===== src/rtl/sort_pkg.sv =====
// Shared constants for the sort network blocks (sort_net, merge_2, sort_unpack).
package sort_pkg;

   localparam int unsigned DATA_W_DEF   = 8;
   localparam int unsigned LOG_SIZE_DEF = 4;
   localparam int unsigned IDX_W        = LOG_SIZE_DEF;

   // Occupancy of the two-slot output buffer: 0, 1 or 2 vectors.
   localparam int unsigned CNT_W = 2;
   typedef logic [CNT_W-1:0] cnt_t;
   localparam cnt_t CNT_FULL = 2'd2;

endpackage


===== src/rtl/sort_unpack_if.sv =====
// Vector-in / element-out stream bus of sort_unpack; slave is the unpacker, master the environment.
interface sort_unpack_if
   import sort_pkg::*;
#(
   parameter int unsigned DATA_W   = DATA_W_DEF,
   parameter int unsigned LOG_SIZE = IDX_W
);
   localparam int unsigned SIZE = 1 << LOG_SIZE;

   logic                     i_valid;
   logic                     o_ready;
   logic [DATA_W*SIZE-1:0]   i_din;
   logic                     i_flush;
   logic                     o_valid;
   logic                     i_ready;
   logic [DATA_W-1:0]        o_dout;
   logic [LOG_SIZE-1:0]      o_idx;
   logic                     o_last;

   modport slave (
      input  i_valid, i_din, i_flush, i_ready,
      output o_ready, o_valid, o_dout, o_idx, o_last
   );

   modport master (
      output i_valid, i_din, i_flush, i_ready,
      input  o_ready, o_valid, o_dout, o_idx, o_last
   );

endinterface


===== src/rtl/sort_unpack_slot.sv =====
// One sorted-vector holding register with write enable and element-select read.
module sort_unpack_slot
   import sort_pkg::*;
#(
   parameter  int unsigned DATA_W   = DATA_W_DEF,
   parameter  int unsigned LOG_SIZE = LOG_SIZE_DEF,
   localparam int unsigned SIZE     = 1 << LOG_SIZE
) (
   input  logic                   clk,
   input  logic                   we_i,
   input  logic [DATA_W*SIZE-1:0] din_i,
   input  logic [LOG_SIZE-1:0]    sel_i,
   output logic [DATA_W-1:0]      elem_c_o
);

   logic [DATA_W-1:0] elem_q [SIZE];

   // Data storage only; contents are don't-care until written, so no reset.
   always_ff @(posedge clk) begin
      if (we_i) begin
         for (int unsigned k = 0; k < SIZE; k++) begin
            elem_q[k] <= din_i[k*DATA_W +: DATA_W];
         end
      end
   end

   assign elem_c_o = elem_q[sel_i];

endmodule


===== src/rtl/sort_unpack.sv =====
// Sort network output stage: buffers two sorted vectors (ping-pong) and streams them one element per beat.
module sort_unpack
   import sort_pkg::*;
#(
   parameter  int unsigned DATA_W   = DATA_W_DEF,
   parameter  int unsigned LOG_SIZE = LOG_SIZE_DEF,
   localparam int unsigned SIZE     = 1 << LOG_SIZE
) (
   input  logic         clk,
   input  logic         rst_n,
   sort_unpack_if.slave bus
);

   localparam logic [LOG_SIZE-1:0] IDX_MAX = LOG_SIZE'(SIZE - 1);

   cnt_t                count_q, count_d;
   logic                wr_ptr_q, wr_ptr_d;
   logic                rd_ptr_q, rd_ptr_d;
   logic [LOG_SIZE-1:0] idx_q, idx_d;
   logic                ready_q, ready_d;
   logic                valid_q, valid_d;
   logic                last_q, last_d;

   logic                accept_c, pop_c, retire_c;
   logic                we0_c, we1_c;
   logic [DATA_W-1:0]   elem0_c, elem1_c;

   assign accept_c = bus.i_valid && ready_q;
   assign pop_c    = valid_q && bus.i_ready;
   assign retire_c = pop_c && (idx_q == IDX_MAX);

   // A flushed accept must not disturb the slot being drained either.
   assign we0_c = accept_c && !bus.i_flush && !wr_ptr_q;
   assign we1_c = accept_c && !bus.i_flush &&  wr_ptr_q;

   sort_unpack_slot #(.DATA_W(DATA_W), .LOG_SIZE(LOG_SIZE)) u_slot0 (
      .clk      (clk),
      .we_i     (we0_c),
      .din_i    (bus.i_din),
      .sel_i    (idx_q),
      .elem_c_o (elem0_c)
   );

   sort_unpack_slot #(.DATA_W(DATA_W), .LOG_SIZE(LOG_SIZE)) u_slot1 (
      .clk      (clk),
      .we_i     (we1_c),
      .din_i    (bus.i_din),
      .sel_i    (idx_q),
      .elem_c_o (elem1_c)
   );

   always_comb begin
      count_d  = count_q;
      wr_ptr_d = wr_ptr_q;
      rd_ptr_d = rd_ptr_q;
      idx_d    = idx_q;

      if (bus.i_flush) begin
         count_d  = '0;
         wr_ptr_d = 1'b0;
         rd_ptr_d = 1'b0;
         idx_d    = '0;
      end else begin
         if (accept_c) begin
            wr_ptr_d = !wr_ptr_q;
         end
         if (pop_c) begin
            if (retire_c) begin
               idx_d    = '0;
               rd_ptr_d = !rd_ptr_q;
            end else begin
               idx_d = idx_q + LOG_SIZE'(1);
            end
         end
         if (accept_c && !retire_c) begin
            count_d = count_q + cnt_t'(1);
         end else if (!accept_c && retire_c) begin
            count_d = count_q - cnt_t'(1);
         end
      end

      // Handshake flags are precomputed from next state so they leave flops directly.
      ready_d = (count_d != CNT_FULL);
      valid_d = (count_d != '0);
      last_d  = valid_d && (idx_d == IDX_MAX);
   end

   always_ff @(posedge clk or negedge rst_n) begin
      if (!rst_n) begin
         count_q  <= '0;
         wr_ptr_q <= 1'b0;
         rd_ptr_q <= 1'b0;
         idx_q    <= '0;
         ready_q  <= 1'b1;
         valid_q  <= 1'b0;
         last_q   <= 1'b0;
      end else begin
         count_q  <= count_d;
         wr_ptr_q <= wr_ptr_d;
         rd_ptr_q <= rd_ptr_d;
         idx_q    <= idx_d;
         ready_q  <= ready_d;
         valid_q  <= valid_d;
         last_q   <= last_d;
      end
   end

   assign bus.o_ready = ready_q;
   assign bus.o_valid = valid_q;
   assign bus.o_idx   = idx_q;
   assign bus.o_last  = last_q;
   assign bus.o_dout  = rd_ptr_q ? elem1_c : elem0_c;

endmodule

===== src/flat_wrapper.sv =====
// flat-port wrapper written by rule: the top's interface ports become plain ports
module sort_unpack_flat import sort_pkg::*;
#(
   parameter  int unsigned DATA_W   = DATA_W_DEF,
   parameter  int unsigned LOG_SIZE = LOG_SIZE_DEF,
   localparam int unsigned SIZE     = 1 << LOG_SIZE
)
  (clk, rst_n, bus_i_valid, bus_i_din, bus_i_flush, bus_i_ready, bus_o_ready, bus_o_valid, bus_o_dout, bus_o_idx, bus_o_last);
  sort_unpack_if #(.DATA_W(DATA_W), .LOG_SIZE(LOG_SIZE)) bus_i ();
  input  logic clk;
  input  logic rst_n;
  input wire logic [$bits(bus_i.i_valid)-1:0] bus_i_valid;
  input wire logic [$bits(bus_i.i_din)-1:0] bus_i_din;
  input wire logic [$bits(bus_i.i_flush)-1:0] bus_i_flush;
  input wire logic [$bits(bus_i.i_ready)-1:0] bus_i_ready;
  output wire logic [$bits(bus_i.o_ready)-1:0] bus_o_ready;
  output wire logic [$bits(bus_i.o_valid)-1:0] bus_o_valid;
  output wire logic [$bits(bus_i.o_dout)-1:0] bus_o_dout;
  output wire logic [$bits(bus_i.o_idx)-1:0] bus_o_idx;
  output wire logic [$bits(bus_i.o_last)-1:0] bus_o_last;
  assign bus_i.i_valid = bus_i_valid;
  assign bus_i.i_din = bus_i_din;
  assign bus_i.i_flush = bus_i_flush;
  assign bus_i.i_ready = bus_i_ready;
  assign bus_o_ready = bus_i.o_ready;
  assign bus_o_valid = bus_i.o_valid;
  assign bus_o_dout = bus_i.o_dout;
  assign bus_o_idx = bus_i.o_idx;
  assign bus_o_last = bus_i.o_last;
  sort_unpack #(.DATA_W(DATA_W), .LOG_SIZE(LOG_SIZE)) u_core (.clk(clk), .rst_n(rst_n), .bus(bus_i));
endmodule

===== config.mk =====
export PLATFORM = sky130hd
export DESIGN_NAME = sort_unpack_flat
export DESIGN_NICKNAME = d
export VERILOG_FILES = /design/src/rtl/sort_pkg.sv /design/src/rtl/sort_unpack_if.sv /design/src/rtl/sort_unpack_slot.sv /design/src/rtl/sort_unpack.sv /design/src/flat_wrapper.sv
export SDC_FILE = /design/constraint.sdc
export NUM_CORES = 1
export LEC_CHECK = 0
export CORE_MARGIN = 1
export CORE_UTILIZATION = 40
export CTS_BUF_LIST = sky130_fd_sc_hd__clkbuf_16
export DETAILED_ROUTE_END_ITERATION = 10
export SLEW_MARGIN = 5
export SYNTH_ARGS = -nofsm -noshare
export SYNTH_HDL_FRONTEND = slang
export SYNTH_SLANG_ARGS = --single-unit
export TNS_END_PERCENT = 5

===== constraint.sdc =====
create_clock -name clk -period 10.4 [get_ports clk]
set_input_delay 2.08 -clock clk [delete_from_list [all_inputs] [get_ports clk]]
set_output_delay 2.08 -clock clk [all_outputs]
set_load 0.02 [all_outputs]

==> metrics.md, run 1 <==
| Metric | Value |
|---|---|
| Area delta synth->final | `23.45%` |
| FFs w/ async S/R, synth | `0.04120` |
| Port bufs | `147` |
| Startpoint Class | `flop` |
| ANT cells | `0` |
| Post-CTS Resized | `0` |
| Count of synthesis-stage warnings from yosys | `0` |
| Starting Density | `0.4072` |
| Fraction of layout cells with a size suffix above 1 | `0.09496` |
| Synth Flop Type | `edfxtp_1` |
| DR vias/cell | `5.397` |
| Clock slew seen by the registers of the worst setup and hold paths | `60 ps` |
| Max rail drop VDD | `about 0.11 mV` |
| Hold Vio Cnt, Final | `0` |
| Number of flops mapped to enable cells by yosys | `256` |
| CP endpoint kind | `primary output` |
| CTS tree | `done` |
| Status | `complete, but fails checks` |
| Clock Sinks | `267` |
| Worst path slowest cell | `dfrtp_4` |
| Io pins | `148` |
| Post-CTS Setup Inserts | `0` |
| CP Data Required Time | `around 8300 ps` |
| Slew @ Worst Pin | `approximately 1200 ps` |
| Max-Cap Viols | `0` |
| Full die area | `27100 um2` |
| Dpl ws | `4637 ps` |
| WP buf/inv | `2` |
| Fin crit period | `6294 ps` |
| Final ANT Viol Nets | `0` |
| Flops & latches, synth | `roughly 270` |
| Rel. slew slack | `0.2004` |
| Failing checks | `design-rule violations` |
| Commonest non-fill, non-tap cell in the layout | `edfxtp_1` |
| Hold depth | `1` |
| Dpl hpwl | `about 16000 um` |
| Core Rows | `approximately 60` |
| Post-Syn Nets | `approximately 660` |
| Seq/Total Area, Yosys | `0.7527` |
| Arr. time, crit path | `4210 ps` |
| Syn avg cell area | `20.08 um2` |
| Drt initial violations | `459` |
| Switching Power | `between 0.0004 and 0.0005 W` |
| Distinct cells, synth | `50` |
| Final GP Congestion | `0.7732` |
| Final net count | `slightly above 800` |
| Unrepaired setup endpoints after global routing | `false` |
| DP Area | `~12000 um2` |
| Slew Viols, Final | `0` |
| Final period utilization | `0.6052` |
| Most frequent cells in the layout | `edfxtp_1, clkdlybuf4s50_1, mux2i_1` |
| Logic pwr share | `0.074` |
| Clock Skew | `8.198 ps` |
| First-pass GRT wire length | `34900 um` |
| WL per Instance | `22.99 um` |
| Max Root-Sink Buffers | `3` |
| Core ar. | `~26000 um2` |
| Setup Total Neg Slack | `0 ps` |
| GRT Resource Usage Total | `0.1760` |
| Clk pwr share | `0.380` |
| Largest stage delay on the critical path | `between 900 and 1000 ps` |
| Leakage | `4.121 nW` |
| Die Span X | `between 150 and 200 um` |
| Crit path setup slack, layout | `4106 ps` |
| # DRC | `2` |
| Max Freq | `158.9 MHz` |
| Worst Path Max Fanout | `52` |
| Vias in the first global route | `5850` |
| Synthesized cell area | `10580 um2` |
| Crit path cell chain | `buf_4 -> mux2i_1 -> a221oi_1 -> o21ai_0 -> a22oi_1 -> clkdlybuf4s50_1` |
| Reg power frac | `0.546` |
| Critical path's top delay family | `buffers and inverters` |
| Fin cells | `1030` |
| Hold Path Class | `flop to flop` |
| Hold Worst Slack | `603.2 ps` |
| Cell depth of the worst setup path | `6` |
| Setup Crit Path Kind | `flop to primary output` |
| Root Driver | `clkbuf_16` |
| Antenna violations before repair | `0` |
| Internal Power | `0.001814 W` |
| DR pass1 iterations | `8` |
| Cell count after synthesis | `527` |
| Final setup vio count | `0` |
| Overall routed net length | `~24000 um` |
| Switching fraction of total power | `0.2087` |
| Cell area after layout | `13060 um2` |
| Largest net degree at the start of global routing | `77` |
| Pwr dens | `between 150 and 200 nW/um2` |
| Total number of vias | `5559` |
| # H-tree levels | `1` |
| Cells after DPL | `about 1000` |
| Die Ht | `~160 um` |
| Cts bufs inserted | `27` |
| Hold buffers post-CTS | `0` |
| Worst-Skew Late Latency | `about 520 ps` |
| GRT Residual Overflow | `0` |
| Reg2reg path depth | `5` |
flip-flops by register name, indices dropped and copies added, names as in the netlist:
signal / count
u_core.u_slot0.elem_q: 128
u_core.bus.o_ready: 1
u_core.rd_ptr_q: 1
u_core.bus.o_valid: 1
u_core.bus.o_last: 1
u_core.count_q: 2
u_core.wr_ptr_q: 1
u_core.bus.o_idx: 4
u_core.u_slot1.elem_q: 128
power by group through the flow:
stage | registers [W] | logic [W] | clock network [W]
after CTS | 0.00125 | 0.000172 | 0.000890
after floorplan | 0.00127 | 0.0000891 | 0
after global routing | 0.00125 | 0.000181 | 0.000933
final | 0.00125 | 0.000169 | 0.000872
after global placement | 0.00127 | 0.000167 | 0
after detailed placement | 0.00127 | 0.000171 | 0
layer usage:
metal  up-vias  wire length (um)  track usage
met5         -                 0            0
met4         0               615      0.05671
met3        37              1296      0.02436
met2       183             11310       0.2811
met1      2820             10460       0.2494
li1       2519                 -            -
cell usage after synthesis (9+ instances only):
cell / number / area [um2]
dfrtp_1: 10 / 250.2
mux4_1: 21 / 551.8
o21ai_0: 10 / 50.05
mux4_2: 11 / 247.7
a21oi_1: 13 / 65.06
o21ai_1: 9 / 45.04
a221oi_1: 16 / 140.1
edfxtp_1: 256 / 7687
mux2i_1: 64 / 640.6
cell families (layout without fill, tap and decap cells):
kind of cell | Yosys count | count (layout) | synth area share
xor gates and xnor gates | 2 | 2 | 0.001656
and+or+nand+nor | 34 | 34 | 0.01939
muxes | 97 | 97 | 0.1372
adders and majority gates | 1 | 1 | 0.001182
DFF | 267 | 267 | 0.7527
AOI/OAI and AO/OA | 90 | 90 | 0.06138
buffers and inverters | 36 | 204 | 0.02649
final timing paths:
kind	slack (ps)	to	start
worst max-delay path	4110	bus_o_dout[2]	u_core.bus.o_idx[0]
worst min-delay path	600	u_core.bus.o_ready	u_core.count_q[0]
worst max register to register	7500	u_core.bus.o_last	u_core.bus.o_idx[0]
worst min register to register	600	u_core.bus.o_ready	u_core.count_q[0]
max in group asynchronous	8120	u_core.bus.o_idx[0]	rst_n
min in group asynchronous	1900	u_core.count_q[1]	rst_n
per-stage QoR:
stage | util | total power, W
3_3_place_gp | 0.4719 | 0.001438
3_5_place_dp | 0.4719 | 0.001445
6_report | 0.5026 | 0.002292
4_1_cts | 0.5026 | 0.002313
2_1_floorplan | - | 0.001359
5_1_grt | 0.5026 | 0.002369
cell type report:
cell class,instances,area [um2]
Sequential cell,267,7968
Clock buffer,27,675.6
Inverter,4,15.01
Clock inverter,21,122.6
Tap cell,335,419.2
Multi-Input combinational cell,224,2352
Fill cell,2127,12920
Timing Repair Buffer,152,1509
(Power assumes the default switching activity.)
==> inputs of run 2 (changes only) <==
clock period = 5.4 ns   (was 10.4 ns; I/O delays follow)
==> run 2 against run 1 <==
Critical endpoint unchanged. Critical path depth grew 1. Power grew 98%. Largest cell class unchanged. Combinational power grew 100%. Clock skew grew 7.1 ps. The run now ends clean. Clock power grew 110%. Via count grew 1.2%. Utilization grew 0.58 points. Critical path type unchanged. Sequential power grew 93%.
==> metrics.md, run 2 (synthesis gave the netlist of run 1 again) <==
| Metric | Value |
|---|---|
| Status | `finished clean` |
| Cts bufs inserted | `28` |
| Worst Path Max Fanout | `45` |
| Die Span X | `164.6 um` |
| Port bufs | `approximately 150` |
| Clock slew seen by the registers of the worst setup and hold paths | `60 ps` |
| Hold buffers post-CTS | `0` |
| Unrepaired setup endpoints after global routing | `false` |
| Commonest non-fill, non-tap cell in the layout | `edfxtp_1` |
| Fill cells | `approximately 2100` |
| Final GP Congestion | `0.9039` |
| Most used cell, CP | `buf_12` |
| Hold Vio Cnt, Final | `0` |
| ANT cells | `0` |
| Max-Cap Viols | `0` |
| Root Driver | `clkbuf_16` |
| Die Ht | `between 150 and 200 um` |
| Core ar. | `25980 um2` |
| Setup Crit Path Kind | `flop to primary output` |
| CTS tree | `done` |
| Cell area after layout | `13210 um2` |
| GRT Residual Overflow | `0` |
| Largest stage delay on the critical path | `950 ps` |
| Starting Density | `0.4072` |
| Area of the multi-input gates | `between 2000 and 2500 um2` |
| # DRC | `0` |
| DR pass1 iterations | `7` |
| Total number of vias | `5627` |
| Final period utilization | `0.9136` |
| Max Root-Sink Buffers | `3` |
| Rel. slew slack | `0.2082` |
| Fin cells | `1038` |
| CP endpoint kind | `primary output` |
| DP Area | `around 12000 um2` |
| Clock Sinks | `267` |
| Final ANT Viol Nets | `0` |
| GRT Resource Usage Total | `0.1790` |
| Dpl hpwl | `16870 um` |
| Max rail drop VDD | `0.2097 mV` |
| Clock Skew | `approximately 15 ps` |
| Final setup vio count | `0` |
| Slew Viols, Final | `0` |
| Leakage | `approximately 4.2 nW` |
| WP buf/inv | `3` |
| Hold Path Class | `flop to flop` |
| Arr. time, crit path | `3850 ps` |
| Worst-Skew Late Latency | `540 ps` |
| Setup Total Neg Slack | `0 ps` |
| Final net count | `817` |
| Post-CTS Setup Inserts | `0` |
| WL per Instance | `23.24 um` |
| Max Freq | `between 200 and 250 MHz` |
| Fraction of layout cells with a size suffix above 1 | `0.09957` |
| DR vias/cell | `5.421` |
| Sequential cell area | `7968 um2` |
| CP Data Required Time | `4320 ps` |
| Crit path cell chain | `buf_12 -> buf_12 -> mux2i_1 -> o22ai_1 -> a211oi_1 -> a22oi_1 -> clkdlybuf4s50_1` |
| Worst path slowest cell | `dfrtp_4` |
| Drt initial violations | `469` |
| Pwr dens | `343.7 nW/um2` |
| Area delta synth->final | `24.87%` |
| Startpoint Class | `flop` |
| Io pins | `148` |
| Fin crit period | `4933 ps` |
| Slew @ Worst Pin | `1188 ps` |
| Hold Worst Slack | `around 610 ps` |
| Overall routed net length | `about 24000 um` |
| # H-tree levels | `1` |
| Vias in the first global route | `around 5900` |
| Most frequent cells in the layout | `edfxtp_1, clkdlybuf4s50_1, mux2i_1` |
| Core Rows | `59` |
| Full die area | `27100 um2` |
| Post-CTS Resized | `0` |
| Critical path's top delay family | `buffers and inverters` |
| First-pass GRT wire length | `35460 um` |
| Cells after DPL | `988` |
| Antenna violations before repair | `0` |
| Largest net degree at the start of global routing | `around 90` |
==> run 2: worst paths after layout <==
| path | startpoint | to | slack [ps] | cells after the start |
|---|---|---|---|---|
| worst min-delay path | u_core.count_q[0] | u_core.bus.o_ready | 610 | 1 |
| worst min register to register | u_core.count_q[0] | u_core.bus.o_ready | 610 | 1 |
| worst max-delay path | u_core.bus.o_idx[0] | bus_o_dout[2] | 470 | 7 |
| min in group asynchronous | rst_n | u_core.count_q[1] | 920 | 1 |
| max in group asynchronous | rst_n | u_core.bus.o_idx[0] | 4020 | 1 |
| worst max register to register | u_core.bus.o_idx[0] | u_core.bus.o_last | 2460 | 7 |
==> run 2: metrics by stage <==
| stage | setup WS [ps] | power, W | utilization |
|---|---|---|---|
| 3_5_place_dp | 1060 | 0.002795 | 0.4751 |
| 5_1_grt | 372.9 | 0.004697 | 0.5084 |
| 6_report | 466.6 | 0.004541 | 0.5084 |
| 4_1_cts | 485.1 | 0.004579 | 0.5084 |
| 2_1_floorplan | 484.3 | 0.002613 | - |
| 3_3_place_gp | 1063 | 0.002786 | 0.4751 |
==> run 2: routing by layer <==
metal  vias to the layer above  routed length (um)  part of all wire  GRT usage
met5                         -                   0                 0          0
met4                         0                 502             0.021    0.04504
met3                        40                1358             0.056    0.02963
met2                       209               11520              0.48     0.2916
met1                      2847               10740              0.45     0.2506
li1                       2531                   -                 -          -
==> run 2: cell type report <==
cell class,instances,area share
Sequential cell,267,0.6031
Multi-Input combinational cell,224,0.1780
Tap cell,335,0.03173
Clock buffer,29,0.05493
Timing Repair Buffer,158,0.1205
Inverter,4,0.001136
Clock inverter,21,0.01061
==> run 2: power by group <==
part | total (W) | internal, W | switching, W
clock network | 0.00179 | 0.00105 | 0.000738
registers | 0.00241 | 0.00237 | 0.0000389
logic | 0.000338 | 0.000175 | 0.000162
